===== config.mk =====
export PLATFORM = sky130hd
export DESIGN_NAME = kws_decision
export DESIGN_NICKNAME = d
export VERILOG_FILES = /design/src/rtl/kws_decision.sv
export SDC_FILE = /design/constraint.sdc
export NUM_CORES = 1
export LEC_CHECK = 0
export ABC_CLOCK_PERIOD_IN_PS = 10900
export CAP_MARGIN = 20
export CORE_MARGIN = 4
export CORE_UTILIZATION = 45
export CTS_CLUSTER_SIZE = 24
export DETAILED_ROUTE_END_ITERATION = 8
export PLACE_DENSITY = 0.78
export SYNTH_ARGS = -nofsm -noshare
export SYNTH_HDL_FRONTEND = slang
export SYNTH_SLANG_ARGS = --single-unit

===== constraint.sdc =====
create_clock -name clk -period 10.9 [get_ports clk]
set_input_delay 1.09 -clock clk [delete_from_list [all_inputs] [get_ports clk]]
set_output_delay 1.09 -clock clk [all_outputs]
set_load 0.01 [all_outputs]

===== src/rtl/kws_decision.sv =====
// Keyword-spotting decision stage: serial argmax over an 8-class softmax frame,
// then a per-class streak counter that fires one detection after HOLD_FRAMES hits.
module kws_decision #(
  parameter logic signed [15:0] THRESH      = 16'sd16384,
  parameter int unsigned        HOLD_FRAMES = 3
) (
  input  logic               clk,
  input  logic               rst_n,
  input  logic               in_valid,
  output logic               in_ready,
  input  logic signed [15:0] prob_0,
  input  logic signed [15:0] prob_1,
  input  logic signed [15:0] prob_2,
  input  logic signed [15:0] prob_3,
  input  logic signed [15:0] prob_4,
  input  logic signed [15:0] prob_5,
  input  logic signed [15:0] prob_6,
  input  logic signed [15:0] prob_7,
  output logic               frame_valid,
  output logic [2:0]         frame_class,
  output logic [15:0]        frame_conf,
  output logic               det_valid,
  output logic [2:0]         det_class
);

  typedef enum logic [1:0] {IDLE, SCAN, DECIDE} state_t;

  localparam logic [3:0] HOLD = 4'(HOLD_FRAMES);

  state_t             state_q, state_d;
  logic signed [15:0] prob_in [8];
  logic signed [15:0] probs_q [8];
  logic signed [15:0] probs_d [8];
  logic [2:0]         idx_q, idx_d;
  logic [2:0]         best_q, best_d;
  logic signed [15:0] max_q, max_d;
  logic [2:0]         prev_cand_q, prev_cand_d;
  logic [3:0]         streak_q, streak_d;
  logic               frame_valid_q, frame_valid_d;
  logic [2:0]         frame_class_q, frame_class_d;
  logic signed [15:0] frame_conf_q, frame_conf_d;
  logic               det_valid_q, det_valid_d;
  logic [2:0]         det_class_q, det_class_d;
  logic signed [15:0] cur_clamped;
  logic               restart;

  assign prob_in[0] = prob_0;
  assign prob_in[1] = prob_1;
  assign prob_in[2] = prob_2;
  assign prob_in[3] = prob_3;
  assign prob_in[4] = prob_4;
  assign prob_in[5] = prob_5;
  assign prob_in[6] = prob_6;
  assign prob_in[7] = prob_7;

  assign cur_clamped = probs_q[idx_q][15] ? 16'sd0 : probs_q[idx_q];

  always_comb begin
    state_d       = state_q;
    for (int i = 0; i < 8; i++) probs_d[i] = probs_q[i];
    idx_d         = idx_q;
    best_d        = best_q;
    max_d         = max_q;
    prev_cand_d   = prev_cand_q;
    streak_d      = streak_q;
    frame_valid_d = 1'b0;
    frame_class_d = frame_class_q;
    frame_conf_d  = frame_conf_q;
    det_valid_d   = 1'b0;
    det_class_d   = det_class_q;
    restart       = 1'b0;

    case (state_q)
      IDLE: begin
        if (in_valid) begin
          for (int i = 0; i < 8; i++) probs_d[i] = prob_in[i];
          idx_d   = 3'd0;
          best_d  = 3'd0;
          max_d   = 16'sd0;
          state_d = SCAN;
        end
      end
      SCAN: begin
        // Strictly-greater keeps the lowest index on ties.
        if (cur_clamped > max_q) begin
          max_d  = cur_clamped;
          best_d = idx_q;
        end
        idx_d = idx_q + 3'd1;
        if (idx_q == 3'd7) state_d = DECIDE;
      end
      DECIDE: begin
        state_d       = IDLE;
        frame_valid_d = 1'b1;
        frame_class_d = best_q;
        frame_conf_d  = max_q;
        if (max_q >= THRESH) begin
          if (best_q == prev_cand_q && streak_q != 4'd0) begin
            if (streak_q != 4'd15) streak_d = streak_q + 4'd1;
          end else begin
            restart     = 1'b1;
            streak_d    = 4'd1;
            prev_cand_d = best_q;
          end
          // A saturated or already-fired streak must not re-fire.
          if (streak_d == HOLD && (restart || streak_q != HOLD)) begin
            det_valid_d = 1'b1;
            det_class_d = best_q;
          end
        end else begin
          streak_d = 4'd0;
        end
      end
      default: state_d = IDLE;
    endcase
  end

  always_ff @(posedge clk or negedge rst_n) begin
    if (!rst_n) begin
      state_q       <= IDLE;
      for (int i = 0; i < 8; i++) probs_q[i] <= 16'sd0;
      idx_q         <= 3'd0;
      best_q        <= 3'd0;
      max_q         <= 16'sd0;
      prev_cand_q   <= 3'd0;
      streak_q      <= 4'd0;
      frame_valid_q <= 1'b0;
      frame_class_q <= 3'd0;
      frame_conf_q  <= 16'sd0;
      det_valid_q   <= 1'b0;
      det_class_q   <= 3'd0;
    end else begin
      state_q       <= state_d;
      for (int i = 0; i < 8; i++) probs_q[i] <= probs_d[i];
      idx_q         <= idx_d;
      best_q        <= best_d;
      max_q         <= max_d;
      prev_cand_q   <= prev_cand_d;
      streak_q      <= streak_d;
      frame_valid_q <= frame_valid_d;
      frame_class_q <= frame_class_d;
      frame_conf_q  <= frame_conf_d;
      det_valid_q   <= det_valid_d;
      det_class_q   <= det_class_d;
    end
  end

  assign in_ready    = (state_q == IDLE);
  assign frame_valid = frame_valid_q;
  assign frame_class = frame_class_q;
  assign frame_conf  = frame_conf_q;
  assign det_valid   = det_valid_q;
  assign det_class   = det_class_q;

endmodule

* Word level (Yosys, flattened, before mapping)
Cells that the tools add are included.
** Storage, ports and cells
- Register bits after elaboration :: 183
- Latch bits :: 0
- Bits in writable memories :: 0
- ROM bits :: 0
- Input bits :: 131
- Output and inout port bits :: 25
- Logic and storage cells :: 74
- Memories kept :: 0
** Cells by class
- $add $sub $neg :: 2
- $mul :: 0
- Div/mod/pow operators :: 0
- Magnitude comparators :: 3
- Eq/ne operators :: 10
- Shifts and indexed selects :: 0
- Muxes and demuxes :: 26
- Bitwise operators :: 2
- Reduce and logical (&&, ||, !) cells :: 12
** Operators with widths (number)
- two-way mux 16 bit :: 4
- binary-select mux 16 bit (select 3 bit) :: 1
- case mux 16 bit (2 select lines) :: 1
- two-way mux 4 bit :: 5
- >= comparator 16 bit, second input constant :: 1
- > comparator 16 bit :: 1
- two-way mux 15 bit :: 1
- case mux 3 bit (2 select lines) :: 2
- AND reduction 3 bit :: 3
- two-way mux 1 bit :: 7
- two-way mux 3 bit :: 2
- inequality test 2 bit, second input constant :: 3
- AND reduction 2 bit :: 3
- adder 4 x 1 -> 4 bit, second input constant :: 1
- == test 4 x 2 -> 1 bit, second input constant :: 1
- >= comparator 4 bit, second input constant :: 1
- two-way mux 2 bit :: 2
- inequality test 4 x 2 -> 1 bit, second input constant :: 1
- inequality test 4 bit, second input constant :: 1
- NOT 3 -> 4 bit :: 1
- case mux 2 bit (2 select lines) :: 1
- nonzero test 4 bit :: 1
- adder 3 x 1 -> 3 bit, second input constant :: 1
- == test 3 bit :: 1
- other kinds (8) :: 9

* Longest topological paths before layout
- Depth after elaboration :: 10
- Depth in mapped cells :: 15
- Gate-level depth less buffers :: 11

* Worst setup path after synthesis
OpenSTA, ideal clock, no wires.
- Path kind :: register to register
- From :: reg idx_q[0]
- To :: reg max_q[10]
- Library setup time :: 121 ps
- Data arrival time :: 3385 ps
- Required time :: 10779 ps
- Path slack :: 7394 ps
- Cell stages (with the launch flop) :: 14
- Path buffers :: 4
- Period minus slack after synthesis :: 3506 ps
- Path through :: dfrtp_1 > buf_2 > buf_2 > mux4_2 > mux2i_1 > nor2_1 > ha_1 > nand3_2 > or4_4 > a21o_1 > a32o_2 > buf_6 > buf_8 > a22o_1
** Between the ends
- Longest elaborated chain between the ends :: 8
- Elaborated cells on any way between the ends :: 10
- Classes of those cells :: 1 x order compare; 1 x eq/ne; 6 x mux; 1 x bitwise; 1 x reduce/logical
** Ends and longest elaborated chain
- from (decl) :: line 34 : logic [2:0] idx_q, idx_d;
- from (signal assigned) :: line 135 : idx_q <= idx_d;
- NOT 3 -> 4 bit (implied by the code) (*) :: line 56 : assign cur_clamped = probs_q[idx_q][15] ? 16'sd0 : probs_q[idx_q];
- binary-select mux 16 bit (select 3 bit) (*) :: line 56
- two-way mux 16 bit (implied by the code) (*) (2 in a row) :: line 56
- two-way mux 15 bit (*) :: line 56
- > comparator 16 bit :: line 85 : if (cur_clamped > max_q) begin
- inequality test 2 bit (no source line)
- AND reduction 3 bit (no source line)
- to (signal assigned) :: line 137 : max_q <= max_d;
- to (decl) :: line 36 : logic signed [15:0] max_q, max_d;
Every way passes the cells marked *; elsewhere a longest branch is shown, timed or not. The select of a mux whose other input is x is not followed.
A chain may end at the register's enable or synchronous reset.

* Worst setup path after layout
Ends and elaborated chain as after synthesis.

==> flow_metrics.py <==
metrics = {
    "floorplan": {
        "die_area_mm2": 0.0207,
        "io_pins": 156,
        "core_mm2": 0.0180,
        "die_y_um": 144,
        "initial_core_util": 0.460,
        "core.rowCount": 49,
        "die_w_um": 144,
    },
    "timing": {
        "worst_pin_slew_ns": 0.892,
        "fin_tns_setup_ns": 0,
        "final-hold-violation-count": 0,
        "setup_slack_ns": 6.86,
        "slew_headroom": 0.405,
        "max_freq_mhz": 247,
        "skew_ns": 0.00935,
        "period_share": 0.371,
        "holdWs_ns": 0.471,
        "finalCriticalPeriod_ns": 4.04,
        "drv_slew": 0,
        "finalSetupViolations": 0,
        "rsz0062_at_grt": "false",
    },
    "grt": {
        "antenna_found_initial": 0,
        "grt_max_degree": 102,
        "grt_remaining_overflow": 0,
        "grt_use_total": 0.200,
        "grt_pass1_wl_um": 31900,
        "grt_pass1_vias": 6254,
    },
    "power_and_ir_drop": {
        "power_frac_clock": 0.189,
        "p_switching_mw": 1.18,
        "power_frac_seq": 0.374,
        "cellPowerDensity_mw_per_mm2": 292,
        "leakagePower_nw": 5.18,
        "comb_power_share": 0.437,
        "switching_share": 0.383,
        "p_int_mw": 1.90,
        "worst_ir_drop_vdd_uv": 215,
    },
    "routing": {
        "via_per_inst": 5.13,
        "route.detailed.drc": 0,
        "ant_nets": 0,
        "wl_um": 20000,
        "drt_iter0_markers": 439,
        "dr.pass1.iters": 5,
        "wl_per_cell_um": 16.2,
        "via_count": 6310,
    },
    "critical_path": {
        "arrival_ns": 4.41,
        "cp_max_fo": 38,
        "path_class": "flop to flop",
        "r2r_end": "max_q[10]",
        "ff2ff_path_depth": 10,
        "r2r_start": "idx_q[0]",
        "crit_path_start_kind": "flop",
        "cp.required_ns": 11.26,
        "r2r_slack_ns": 6.86,
        "worst_setup_path_end_kind": "flop",
    },
    "outcome": {
        "status": "complete, no violations",
    },
    "worst_hold_path": {
        "hold_end": "probs_q[70]",
        "holdPathStages": 2,
        "min_from": "probs_q[70]",
        "hold_path.class": "flop to flop",
    },
    "clock_tree": {
        "ctsHtreeMaxLevel": 4,
        "cts_sinks": 181,
        "cts_made_buffers": 17,
        "cts_max_path_buffers": 2,
        "cts-root-buf": "clkbuf_16",
        "cts.clk_slew.worst_paths_ns": 0.06,
        "clkLatencyLatePin_ns": 0.43,
        "post_cts_buffers": 0,
        "cts_tree": "done",
        "ctsResizeCount": 0,
        "hold_buffers": 0,
    },
    "placement": {
        "place_ws_ns": 6.87,
        "gp_congestion": 0.839,
        "dpl_cell_area_mm2": 0.00995,
        "dp_hpwl_um": 14100,
        "port-buffer-count": 154,
    },
    "yosys": {
        "avgSynthCellArea_um2": 9.64,
        "synth.lib_cells_used.distinct": 43,
        "yosysTopAreaCell": "dfrtp_1",
        "synthCells": 860,
        "ys_top_cells_by_area": "dfrtp_1 (55%), nand2_1 (19%), mux4_2 (8.1%)",
        "ys_async_sr_fraction": 1.00,
        "ys.flop_type": "dfrtp_1",
        "yosysSeqAreaShare": 0.546,
        "syn_nets": 1010,
        "synth_edf_count": 0,
        "synth_top_cell_area_share": 0.546,
        "syn_area_mm2": 0.00829,
        "ys_seq_elements": 181,
        "ys_warn_count": 0,
    },
    "cells_and_area": {
        "postLayoutCellArea_mm2": 0.0105,
        "final_cell_mix": "nand2_1 (423), dfrtp_1 (179), clkdlybuf4s50_1 (153), mux4_2 (30)",
        "layout.nets": 1140,
        "fin_util": 0.585,
        "antenna-diode-count": 0,
        "drive_gt1_frac": 0.0818,
        "area_growth_pct": 27.1,
        "mostFrequentLayoutCell": "nand2_1",
    },
    "flow_run": {
        "maxCapViolCount": 0,
    },
}
## cells by family after synthesis
group / Yosys count / share of synthesized area
buf+inv: 72 / 0.0368
compound gates: 60 / 0.0498
mux: 58 / 0.116
flops: 181 / 0.546
other cells: 1 / 0.000452
xor+xnor: 4 / 0.00422
fa+ha+maj: 19 / 0.0287
simple gates: 465 / 0.217
## how the worst max path moves through the flow
| stage | end | slack [ns] | from | depth (start not counted) |
|---|---|---|---|---|
| floorplan | max_q[10] | 7.39 | idx_q[0] | 13 |
| global placement | max_q[0] | 6.98 | idx_q[0] | 10 |
| detailed placement | max_q[4] | 6.87 | idx_q[0] | 10 |
| CTS | max_q[10] | 6.83 | idx_q[0] | 10 |
| global route | max_q[10] | 6.60 | idx_q[0] | 10 |
| finish | max_q[10] | 6.86 | idx_q[0] | 10 |
## worst max-delay path: stages (launching register included)
cell and delay [ns]:
dfrtp_2 0.34, buf_4 0.55, mux4_2 0.58, mux2_2 0.41, nor2_1 0.21, ha_1 0.18, nand3_2 0.11, or4_4 0.49
a21o_1 0.19, a31oi_2 0.65, a22o_1 0.25
## registers in the layout, summed over array words and instances, names as in the netlist
| signal | count |
|---|---|
| frame_class | 3 |
| frame_valid | 1 |
| prev_cand_q | 3 |
| idx_q | 3 |
| best_q | 3 |
| streak_q | 4 |
| probs_q | 128 |
| det_class | 3 |
| state_q | 2 |
| max_q | 15 |
| frame_conf | 15 |
| det_valid | 1 |
## power groups by stage
stage / logic, mW / clock network [mW] / registers [mW]
after floorplan: 1.05 / 0 / 1.08
after global placement: 1.30 / 0 / 1.14
after detailed placement: 1.34 / 0 / 1.16
after CTS: 1.35 / 0.591 / 1.15
after global routing: 1.51 / 0.616 / 1.18
final: 1.35 / 0.583 / 1.15
## cell type report
type,instances,area [µm²]
Sequential cell,181,4530
Inverter,22,82.6
Clock buffer,21,450
Timing Repair Buffer,161,1620
Multi-Input combinational cell,607,3470
Fill cell,1538,7480
Tap cell,229,287
Clock inverter,10,101
## layer usage
metal	up-vias	global-route usage	share of wire
met2	163	0.324	0.49
met5	-	0	0
met1	3071	0.269	0.44
li1	3041	-	-
met4	0	0.0763	0.024
met3	35	0.0396	0.046
## through the flow
stage,power (mW),cells
after floorplan,2.13,860
after global placement,2.44,1198
after detailed placement,2.50,1198
after CTS,3.09,1229
after global routing,3.31,1231
final,3.08,1231
## cell usage after synthesis (2+ instances only)
cell / count
nand4_1: 2
xor2_1: 4
nor2b_1: 3
a22o_1: 16
mux4_2: 30
buf_1: 5
inv_1: 22
nor2_1: 19
mux2i_1: 20
and2_1: 2
a41oi_1: 2
nand3_1: 5
nor3_1: 2
ha_1: 19
dfrtp_1: 181
nand2_1: 424
a21o_1: 2
mux2_2: 7
nand2b_1: 3
clkbuf_1: 32
o21ai_0: 22
a21oi_1: 9
buf_2: 9
Note: power is estimated with default switching activity, not from simulation.
